$ cat src/rtl/dallanma_pkg.sv
// Shared types for the branch resolution controller: FSM states, queue entry layout, instruction size.
package dallanma_pkg;
  localparam int BUYRUK_BOYU   = 4;
  localparam int KAYIT_ADRES_W = 32;

  typedef enum logic {
    CALIS   = 1'b0,
    TEMIZLE = 1'b1
  } durum_t;

  typedef struct packed {
    logic [KAYIT_ADRES_W-1:0] pc;
    logic                     ongoru;
  } kayit_t;
endpackage

$ cat src/rtl/dallanma_cozum_denetleyici_ongoru_kuyrugu.sv
// In-order queue of predicted branches; clear wins over push, push and pop may share a cycle.
module ongoru_kuyrugu
  import dallanma_pkg::*;
#(
  parameter int  DERINLIK = 4,
  parameter type GIRIS_T  = kayit_t
) (
  input  logic                        clk,
  input  logic                        rst,
  input  logic                        temizle,
  input  logic                        yaz,
  input  logic                        oku,
  input  GIRIS_T                      yaz_veri,
  output GIRIS_T                      bas_veri,
  output logic [$clog2(DERINLIK):0]   sayi,
  output logic                        bos
);
  localparam int PW = $clog2(DERINLIK);
  localparam int SW = PW + 1;
  localparam logic [SW-1:0] DOLU_SAYI = SW'(DERINLIK);

  GIRIS_T          mem [DERINLIK];
  logic [PW-1:0]   yaz_ptr, oku_ptr;
  logic [SW-1:0]   sayi_q;
  logic            yaz_ok, oku_ok;

  assign yaz_ok   = yaz && (sayi_q != DOLU_SAYI);
  assign oku_ok   = oku && (sayi_q != '0);
  assign bas_veri = mem[oku_ptr];
  assign sayi     = sayi_q;
  assign bos      = (sayi_q == '0);

  always_ff @(posedge clk) begin
    if (rst || temizle) begin
      yaz_ptr <= '0;
      oku_ptr <= '0;
      sayi_q  <= '0;
    end else begin
      if (yaz_ok) yaz_ptr <= yaz_ptr + 1'b1;
      if (oku_ok) oku_ptr <= oku_ptr + 1'b1;
      case ({yaz_ok, oku_ok})
        2'b10:   sayi_q <= sayi_q + 1'b1;
        2'b01:   sayi_q <= sayi_q - 1'b1;
        default: sayi_q <= sayi_q;
      endcase
    end
  end

  always_ff @(posedge clk) begin
    if (yaz_ok) mem[yaz_ptr] <= yaz_veri;
  end
endmodule

$ cat src/rtl/dallanma_cozum_denetleyici.sv
// Matches execute resolutions against queued predictions, trains the predictor and redirects fetch.
module dallanma_cozum_denetleyici
  import dallanma_pkg::*;
#(
  parameter int DERINLIK = 4,
  parameter int ADRES_W  = 32,
  parameter int SAYAC_W  = 16
) (
  input  logic               i_saat,
  input  logic               i_reset,
  input  logic               i_kayit_gecerli,
  input  logic [ADRES_W-1:0] i_kayit_pc,
  input  logic               i_kayit_ongoru,
  output logic               o_kayit_hazir,
  input  logic               i_cozum_gecerli,
  input  logic               i_cozum_atladi,
  input  logic [ADRES_W-1:0] i_cozum_hedef,
  output logic               o_guncelle_gecerli,
  output logic [ADRES_W-1:0] o_guncelle_pc,
  output logic               o_guncelle_atladi,
  output logic               o_yonlendir_gecerli,
  output logic [ADRES_W-1:0] o_yonlendir_pc,
  output logic               o_bos,
  output logic               o_hata,
  output logic [SAYAC_W-1:0] o_dallanma_sayisi,
  output logic [SAYAC_W-1:0] o_yanlis_sayisi
);
  localparam int SW = $clog2(DERINLIK) + 1;

  typedef struct packed {
    logic [ADRES_W-1:0] pc;
    logic               ongoru;
  } giris_t;

  durum_t             durum, durum_sonraki;
  giris_t             bas, yeni;
  logic [SW-1:0]      kuyruk_sayi;
  logic               kuyruk_bos, kayit_al, cozum_al, yanlis, hata_kosul;
  logic               guncelle_vld_p1, guncelle_atladi_p1, yonlendir_vld_p1, hata_q;
  logic [ADRES_W-1:0] guncelle_pc_p1, yonlendir_pc_p1;
  logic [SAYAC_W-1:0] dallanma_sayac, yanlis_sayac;

  function automatic logic [SAYAC_W-1:0] doygun_artir(input logic [SAYAC_W-1:0] x);
    return (&x) ? x : x + 1'b1;
  endfunction

  function automatic logic [ADRES_W-1:0] dogru_sonraki_pc(input logic atladi,
                                                          input logic [ADRES_W-1:0] hedef,
                                                          input logic [ADRES_W-1:0] pc);
    return atladi ? hedef : pc + ADRES_W'(BUYRUK_BOYU);
  endfunction

  assign o_kayit_hazir = (durum == CALIS) && (kuyruk_sayi < SW'(DERINLIK));
  assign kayit_al      = i_kayit_gecerli && o_kayit_hazir;
  assign cozum_al      = i_cozum_gecerli && (durum == CALIS) && !kuyruk_bos;
  assign yanlis        = cozum_al && (bas.ongoru != i_cozum_atladi);
  assign hata_kosul    = i_cozum_gecerli && (durum == CALIS) && kuyruk_bos;
  assign yeni          = '{pc: i_kayit_pc, ongoru: i_kayit_ongoru};

  ongoru_kuyrugu #(
    .DERINLIK (DERINLIK),
    .GIRIS_T  (giris_t)
  ) u_kuyruk (
    .clk      (i_saat),
    .rst      (i_reset),
    .temizle  (durum == TEMIZLE),
    .yaz      (kayit_al),
    .oku      (cozum_al),
    .yaz_veri (yeni),
    .bas_veri (bas),
    .sayi     (kuyruk_sayi),
    .bos      (kuyruk_bos)
  );

  always_ff @(posedge i_saat) begin
    if (i_reset) durum <= CALIS;
    else         durum <= durum_sonraki;
  end

  always_comb begin
    durum_sonraki = durum;
    case (durum)
      CALIS:   if (yanlis) durum_sonraki = TEMIZLE;
      TEMIZLE: durum_sonraki = CALIS;
      default: durum_sonraki = CALIS;
    endcase
  end

  // stage p0 -> p1: resolution compare registered into update/redirect strobes and counters
  always_ff @(posedge i_saat) begin
    if (i_reset) begin
      guncelle_vld_p1    <= 1'b0;
      guncelle_pc_p1     <= '0;
      guncelle_atladi_p1 <= 1'b0;
      yonlendir_vld_p1   <= 1'b0;
      yonlendir_pc_p1    <= '0;
      hata_q             <= 1'b0;
      dallanma_sayac     <= '0;
      yanlis_sayac       <= '0;
    end else begin
      guncelle_vld_p1  <= cozum_al;
      yonlendir_vld_p1 <= yanlis;
      hata_q           <= hata_q | hata_kosul;
      if (cozum_al) begin
        guncelle_pc_p1     <= bas.pc;
        guncelle_atladi_p1 <= i_cozum_atladi;
        dallanma_sayac     <= doygun_artir(dallanma_sayac);
      end
      if (yanlis) begin
        yonlendir_pc_p1 <= dogru_sonraki_pc(i_cozum_atladi, i_cozum_hedef, bas.pc);
        yanlis_sayac    <= doygun_artir(yanlis_sayac);
      end
    end
  end

  assign o_guncelle_gecerli  = guncelle_vld_p1;
  assign o_guncelle_pc       = guncelle_pc_p1;
  assign o_guncelle_atladi   = guncelle_atladi_p1;
  assign o_yonlendir_gecerli = yonlendir_vld_p1;
  assign o_yonlendir_pc      = yonlendir_pc_p1;
  assign o_bos               = kuyruk_bos;
  assign o_hata              = hata_q;
  assign o_dallanma_sayisi   = dallanma_sayac;
  assign o_yanlis_sayisi     = yanlis_sayac;
endmodule

$ cat config.mk
export PLATFORM = sky130hd
export DESIGN_NAME = dallanma_cozum_denetleyici
export DESIGN_NICKNAME = d
export VERILOG_FILES = /design/src/rtl/dallanma_pkg.sv /design/src/rtl/dallanma_cozum_denetleyici_ongoru_kuyrugu.sv /design/src/rtl/dallanma_cozum_denetleyici.sv
export SDC_FILE = /design/constraint.sdc
export NUM_CORES = 1
export LEC_CHECK = 0
export CAP_MARGIN = 10
export CORE_MARGIN = 2
export CORE_UTILIZATION = 40
export DETAILED_ROUTE_END_ITERATION = 7
export SLEW_MARGIN = 10
export SYNTH_ARGS = -nofsm -noshare
export SYNTH_HDL_FRONTEND = slang
export SYNTH_SLANG_ARGS = --single-unit
$ cat constraint.sdc
create_clock -name i_saat -period 4.7 [get_ports i_saat]
set_input_delay 0.705 -clock i_saat [delete_from_list [all_inputs] [get_ports i_saat]]
set_output_delay 0.705 -clock i_saat [all_outputs]
set_load 0.01 [all_outputs]
==> results.yml <==
routing:
  routed_via_density: 5.16
  m1WireLength_mm: 11.4
  drt_iter0_drc: 578
  routed-wl-met3_mm: 1.41
  vias: 6857
  dr_wl_met2_mm: 11.0
  wirelength_mm: 24.4
  drc: 0
  drtAntennaViolNets: 0
  drt_pass1_iterations: 5
  top_layer: "met4"
  wl_per_cell_um: 18.4
global_routing:
  antenna_found_initial: 0
  grt_pass1_vias: 6648
  grt_max_degree: 66
  grt_pass1_wl_mm: 37.9
  grt_overflow: 0
  grt_use_total_pct: 18.5
critical_path:
  cp_data_arrival_time_ns: 3.68
  end_kind: "flop"
  crit_path_start_kind: "flop"
  worstPathMaxFanout: 28
  required_ns: 5.08
  crit_type: "reg2reg"
synthesis:
  synth_area_um2: 10100
  synth_ff_type: "edfxtp_1"
  synth-edff-count: 132
  ys_ff_latch: 242
  async_reset_ff_share_pct: 0
  synthAdderAreaFrac_pct: 1.19
  syn_avg_cell_area_um2: 12.5
  ys_seq_area_share_pct: 61.2
  synth_compound_area_share_pct: 6.90
  syn_inst: 809
  synth-simple-area-share_pct: 13.9
  synth_top_family_by_area: "simple AND/OR/NAND/NOR gates"
  synthMuxAreaShare_pct: 8.74
  synth_cell_types: 56
  yosys.area_share.xor_xnor_pct: 5.20
  yosysWarnings: 0
  synth_nets: 888
clock_network:
  clk_pin_slew_ns: 0.06
  cts-hold-fix-buffers: 0
  cts.sinks: 242
  clock_latency_ns: 0.53
  cts_setup_buffers: 0
  clk_root_buffer_cell: "clkbuf_16"
  cts_tree: "done"
  cts_buffers: 26
  post_cts_resized: 0
  clockBufferDepth: 3
  h-tree-depth: 1
job:
  maxCapViolations: 0
cells_and_area:
  most-common-layout-cells: "clkdlybuf4s50_1, edfxtp_1, nand2_1"
  nNetsFinal: 1059
  drive_gt1_share_pct: 7.50
  antennaDiodeCount: 0
  syn2layout_area_growth_pct: 27.7
  final_common_cell: "clkdlybuf4s50_1"
sta:
  slew_headroom_pct: 37.9
  slew_viol_final: 0
  holdWs_ns: 0.453
  period_share_pct: 70.2
  finalHoldViolCount: 0
  final.min_clock_period_ns: 3.30
  fin_skew_ns: 0.0123
  clock.fmax_ghz: 0.303
  tns_ns: 0
  worst_pin_slew_ns: 0.916
  setup_viol: 0
  grt_setup_unrepaired: "false"
place:
  dp_hpwl_mm: 16.8
  gp_congestion: 0.815
  port_buffers: 171
power_and_ir_drop:
  p_per_area_nw_per_um2: 514
  vdd_ir_drop_max_v: 0.000240
  p_leak_nw: 4.29
floorplan:
  core_area_um2: 25000
  num_rows: 58
  die_width_um: 163
  initial_core_util_pct: 40.4
  ios: 172
  die-area_um2: 26500
  die_h_um: 163
status:
  status: "complete, no violations"
hold_path:
  hp-class: "reg2reg"
[layout make-up]
| cell class | instances | area, um^2 |
|---|---|---|
| well taps | 330 | 413 |
| clock buffers | 34 | 712 |
| inverters | 16 | 60.1 |
| clock inverters | 14 | 87.6 |
| multi-input cells | 509 | 3620 |
| fillers | 2182 | 12100 |
| flip-flops and latches | 242 | 6170 |
| repair buffers | 185 | 1810 |
[layer usage]
metal | up-vias | track usage (%)
met5 | - | 0
met4 | 0 | 5.31
met1 | 3283 | 26.6
met3 | 36 | 3.26
li1 | 3329 | -
met2 | 209 | 29.0
[registers in the layout, summed over array words and instances, names as in the netlist, named ones only]
name / cells
o_guncelle_atladi: 1
durum: 1
o_yonlendir_gecerli: 1
o_guncelle_pc: 32
u_kuyruk.yaz_ptr: 2
u_kuyruk.oku_ptr: 2
o_hata: 1
o_guncelle_gecerli: 1
o_yanlis_sayisi: 16
o_dallanma_sayisi: 16
u_kuyruk.mem: 132
u_kuyruk.sayi: 3
o_yonlendir_pc: 32
[metrics by stage]
stage	util (%)	power, mW	instance area (um^2)	setup WS, ns	instances
after floorplan	-	4.00	10100	1.52	809
after global placement	48.4	4.77	12100	1.27	1282
after detailed placement	48.4	4.77	12100	1.22	1282
after CTS	51.6	6.70	12900	1.33	1330
after global routing	51.6	6.98	12900	1.17	1330
final	51.6	6.62	12900	1.40	1330
[worst paths after layout]
path / start / endpoint / slack, ns / cells past startpoint
setup / recovery: flop / o_yonlendir_pc[26] / 1.40 / 8
setup reg to reg: flop / o_yonlendir_pc[26] / 1.40 / 8
hold / removal: o_guncelle_pc[31] / o_guncelle_pc[31] / 0.45 / 2
hold reg to reg: o_guncelle_pc[31] / o_guncelle_pc[31] / 0.45 / 2
[critical path, cell delays in order, from the launching register on]
cell,delay (ns)
dfxtp_2,0.86
mux4_1,0.51
ha_1,0.31
nand2_1,0.10
o22a_4,0.28
or4_4,0.61
nor4_2,0.20
xnor2_1,0.16
o22ai_1,0.10
[synthesized netlist by cell type, types with 3 or more instances]
master,n,area share [%]
a31oi_1,3,0.19
nand4_1,13,0.81
o21ai_0,13,0.65
o22ai_1,20,1.2
edfxtp_1,132,39
nor4_2,4,0.50
nand2_1,114,4.2
or3_1,6,0.37
ha_1,8,0.99
mux4_1,26,6.8
xor2_1,25,2.2
buf_1,3,0.11
mux2i_1,4,0.40
nor3_1,18,0.89
a21oi_1,68,3.4
o211ai_1,4,0.30
and2_1,6,0.37
and4_1,4,0.35
buf_6,4,0.45
buf_2,4,0.20
nor2_1,51,1.9
nand3_1,23,1.1
nor3_2,3,0.30
xnor2_1,33,2.9
nor4_1,3,0.19
mux4_2,7,1.6
and3_1,27,1.7
clkbuf_1,26,0.97
dfxtp_1,110,22
inv_1,15,0.56
[power breakdown]
part / total (mW) / internal (mW) / switching, mW
logic: 1.93 / 0.851 / 1.08
clock network: 1.91 / 1.11 / 0.797
registers: 2.78 / 2.59 / 0.190
[cell families after synthesis]
family,after synthesis
buf+inv,58
flops,242
compound gates,120
fa+ha+maj,9
mux,37
simple gates,284
xor+xnor,59
Power figures use the tool's default switching activity.
